===== config.mk =====
export PLATFORM = sky130hd
export DESIGN_NAME = tick_sequencer
export DESIGN_NICKNAME = d
export VERILOG_FILES = /design/src/rtl/tick_sequencer.sv
export SDC_FILE = /design/constraint.sdc
export NUM_CORES = 1
export LEC_CHECK = 0
export ABC_AREA = 1
export BUFFER_PORTS_ARGS = -buffer_cell sky130_fd_sc_hd__buf_2
export CORE_ASPECT_RATIO = 1.25
export CORE_MARGIN = 3
export CORE_UTILIZATION = 49
export CTS_CLUSTER_SIZE = 24
export DETAILED_ROUTE_END_ITERATION = 12
export PLACE_DENSITY = 0.74
export REMOVE_ABC_BUFFERS = 1
export SETUP_SLACK_MARGIN = 0.1
export SYNTH_ARGS = -nofsm -noshare
export SYNTH_HDL_FRONTEND = slang
export SYNTH_SLANG_ARGS = --single-unit

===== constraint.sdc =====
create_clock -name clk -period 1.45 [get_ports clk]
set_input_delay 0.145 -clock clk [delete_from_list [all_inputs] [get_ports clk]]
set_output_delay 0.145 -clock clk [all_outputs]
set_load 0.03 [all_outputs]

===== src/rtl/tick_sequencer.sv =====
// Tick sequencer: prescaled tick generator with continuous and oneshot-burst modes.
// A sequence is armed from IDLE, runs with latched settings, and in oneshot mode
// ends with a one-cycle DONE state followed by a done pulse.
module tick_sequencer #(
  parameter int unsigned M = 8,
  parameter int unsigned N = 4
) (
  input  logic         clk,
  input  logic         reset,
  input  logic         start,
  input  logic         stop,
  input  logic         oneshot,
  input  logic [M-1:0] DIVISOR,
  input  logic [N-1:0] BURST,
  output logic         tick,
  output logic         busy,
  output logic         done,
  output logic [N-1:0] tick_count
);

  typedef enum logic [1:0] {StIdle, StRun, StDone} state_e;

  state_e       state_q;
  logic [M-1:0] presc_q;
  logic [M-1:0] div_q;
  logic [N-1:0] burst_q;
  logic         oneshot_q;
  logic         tick_q;
  logic         done_q;
  logic [N-1:0] count_q;

  logic [N-1:0] count_inc;
  logic [M-1:0] presc_inc;
  logic         start_ok;

  // Incremented values and start qualification; a zero-length burst is not a sequence.
  always_comb begin
    count_inc = count_q + 1'b1;
    presc_inc = presc_q + 1'b1;
    start_ok  = start && !stop && !(oneshot && (BURST == '0));
  end

  // Sequencer FSM with registered tick/done pulses.
  always_ff @(posedge clk) begin
    if (reset) begin
      state_q   <= StIdle;
      presc_q   <= '0;
      div_q     <= '0;
      burst_q   <= '0;
      oneshot_q <= 1'b0;
      tick_q    <= 1'b0;
      done_q    <= 1'b0;
      count_q   <= '0;
    end else begin
      tick_q <= 1'b0;
      done_q <= 1'b0;
      unique case (state_q)
        StIdle: begin
          if (start_ok) begin
            state_q   <= StRun;
            div_q     <= DIVISOR;
            burst_q   <= BURST;
            oneshot_q <= oneshot;
            presc_q   <= '0;
            count_q   <= '0;
          end
        end
        StRun: begin
          if (stop) begin
            // Abort wins over a coincident tick; count is left as is.
            state_q <= StIdle;
          end else if (presc_q == div_q) begin
            presc_q <= '0;
            tick_q  <= 1'b1;
            count_q <= count_inc;
            if (oneshot_q && (count_inc == burst_q)) begin
              state_q <= StDone;
            end
          end else begin
            presc_q <= presc_inc;
          end
        end
        StDone: begin
          // Final tick is visible during DONE; done follows one cycle later.
          state_q <= StIdle;
          done_q  <= 1'b1;
        end
        default: begin
          state_q <= StIdle;
        end
      endcase
    end
  end

  // Output mapping.
  always_comb begin
    tick       = tick_q;
    done       = done_q;
    busy       = (state_q != StIdle);
    tick_count = count_q;
  end

endmodule


==> flow_summary.yaml <==
final_layout:
  finish.net_count: 279
  drive_gt1_frac: 0.3027
  layout_common_cells: "65 x nand2_1, 23 x buf_2, 22 x nor2_1"
  final_common_cell: "nand2_1"
  diodes: 0
  area_delta_synth_final_pct: 29.05
routing:
  routed_wirelength_microns: 3761
  dr.pass1.iters: 4
  viasPerCell: 5.247
  drt-wirelength-per-cell_microns: 12.75
  vias: 1548
  drc: 0
  ant_nets: 0
  drt-initial-drc-count: 34
clocking:
  h-tree-depth: 2
  ctsHoldBuffers: 0
  path_clk_slew_ns: 0.10
  clk_path_buf_depth: 2
  clock-sinks: 29
  cts_buffers: 5
  insertion_delay_ns: 0.33
  tritoncts: "built"
  root_buffer: "clkbuf_4"
power_and_ir_drop:
  p_clk_frac: 0.364
  vdd_drop_max_mv: 0.7630
  sw_frac_of_total: 0.2786
  power_switching_uw: 536.4
  comb_power_share: 0.188
  pwr-share-seq: 0.448
  power.leakage_nw: 0.8643
  power.density_nw_per_um2: 1016
  intPower_mw: 1.389
critical_path:
  r2r_end: "state_q[0]"
  critPathMaxFanout: 3
  worst-path-stages: 8
  crit_top_cell: "nand2_1"
  crit_path_start_kind: "flip-flop"
  cp_cell_sequence: "ha_4, or2_4, nand3_1, nand2_1, nor2_2, nand4_1, nand2_1, inv_1"
  end_kind: "flip-flop"
  slowest_delay_ns: 0.35
  worstPathArrival_ns: 1.62
  reg2reg_depth: 8
  slowest_stage: "dfxtp_2"
  cp_top_family: "simple AND/OR/NAND/NOR gates"
  r2r-start: "tick_count[0]"
  cp.required_ns: 1.68
  rrSetupSlack_ns: 0.05
  worst-path-buf-inv: 1
  crit_type: "flip-flop to flip-flop"
die:
  initial_core_util: 0.5324
  row_count: 21
  fp.dieH_microns: 67.22
  dieWidth_microns: 54.97
  core-area_sq_um: 2759
  die_area_sq_um: 3695
  pin_count: 24
outcome:
  outcome: "completed"
sta:
  min_period_over_period: 0.9637
  finalClockSkew_ns: 0.008485
  slew_headroom: 0.7365
  tightest_slew_ns: 0.3948
  fin_setup_tns_ns: 0
  max_freq_ghz: 0.7156
  setup_viol: 0
  whs_ns: 0.05497
  period_minus_slack_ns: 1.397
  maxSlewViolCount: 0
  finalHoldViolations: 0
  layout_setup_ws_ns: 0.05261
  rsz0062_at_grt: "true"
synth:
  postSynthCellCount: 221
  yosysSeqAreaShare: 0.3952
  synth_xor_area_frac: 0.04174
  synth.distinct_cells: 22
  yosys.area_share.simple: 0.3654
  synth_warnings: 0
  async_reset_ff_frac: 0
  synth-main-ff-cell: "dfxtp_1"
  synth_seq_cells: 29
  synth_enable_flop_cells: 0
  avgSynthCellArea_sq_um: 6.647
  synth_compound_area_frac: 0.09540
  syn_area_sq_um: 1469
  synth_fa_ha_area_frac: 0.01704
  synthMuxAreaShare: 0
  synth_top_family_by_area: "simple AND/OR/NAND/NOR gates"
worst_hold_path:
  hold_depth: 3
  hp-class: "primary input to flip-flop"
  hold_end: "div_q[6]"
  hp-start: "DIVISOR[6]"
place:
  pre_cts_slack_ns: 0.008192
  dp_hpwl_microns: 2414
  io_buffer_count: 23
  finalWeightedCongestion: 0.8939
global_route:
  track_usage: 0.2142
  grt_pass1_wl_microns: 5609
  antenna_found_initial: 0
  grt_max_degree: 22
  grt_pass1_vias: 1352
  overflow: 0
run:
  drv_cap: 0
[repair_timing]
item / 4_1_cts / 5_1_grt
resized for setup: 10 / 23
setup endpoints to repair: 19 / 26
buffers inserted: 0 / 4
pin swaps: 2 / 10
cloned: 0 / 2
[registers in the layout (all words and copies together) (netlist names)]
register and cells:
div_q 8, presc_q 8, burst_q 4, tick_count 4
state_q 2, done 1, oneshot_q 1, tick 1
[metrics by stage]
stage	utilization	instances	cell area [sq um]	power, mW
floorplan	-	216	1438	1.065
global placement	0.6000	281	1655	1.166
detailed placement	0.6000	281	1655	1.171
CTS	0.6413	289	1769	1.886
global route	0.6871	295	1896	2.015
finish	0.6871	295	1896	1.925
[logic make-up after synthesis]
group           count (synthesis)
compound gates                 28
xor+xnor                        7
fa+ha+maj                       2
buf+inv                        30
flops                          29
simple gates                  125
[worst max path at each step]
stage	startpoint	end	slack, ns
finish	tick_count[0]	state_q[0]	0.05
global placement	presc_q[0]	presc_q[6]	0.03
CTS	presc_q[4]	state_q[0]	0.11
detailed placement	presc_q[0]	presc_q[6]	0.008
global route	tick_count[1]	state_q[0]	-0.008
floorplan	state_q[1]	presc_q[4]	-0.12
[area by class of cell]
class                   count  area (sq um)
fillers                   247         863.3
multi-input cells         164         862.1
flip-flops and latches     29         593.1
repair buffers             35         216.5
inverters                  25         96.34
clock buffers               7         55.05
well taps                  34         42.54
clock inverters             1         30.03
[per-layer routing]
layer,vias to the layer above,GRT usage,wire (microns)
met4,0,0.1398,82
met1,721,0.2390,1504
met2,43,0.3447,2024
li1,777,-,-
met5,-,0,0
met3,7,0.06181,149
[power by group through the flow]
stage / Sequential [mW] / Clock [mW] / Combinational, mW
2_1_floorplan: 0.894 / 0 / 0.171
3_3_place_gp: 0.875 / 0 / 0.291
3_5_place_dp: 0.876 / 0 / 0.295
4_1_cts: 0.860 / 0.716 / 0.310
5_1_grt: 0.867 / 0.750 / 0.398
6_report: 0.862 / 0.701 / 0.362
[Yosys cell counts, types with 3 or more instances]
library cell  number  share of area
a21oi_1           20          0.068
clkbuf_1           3         0.0077
dfxtp_1           29           0.40
inv_1             20          0.051
inv_2              5          0.013
nand2_1           68           0.17
nand3_1           14          0.048
nand4_1            6          0.026
nor2_1            28          0.072
o21ai_0            6          0.020
or2_2              3          0.013
xnor2_1            4          0.024
xor2_1             3          0.018
[tightest hold or removal path: stages]
cell	delay, ns
buf_2	0.09
nand2_1	0.06
a21oi_1	0.05
No activity file was read; power rests on OpenSTA's default activity.
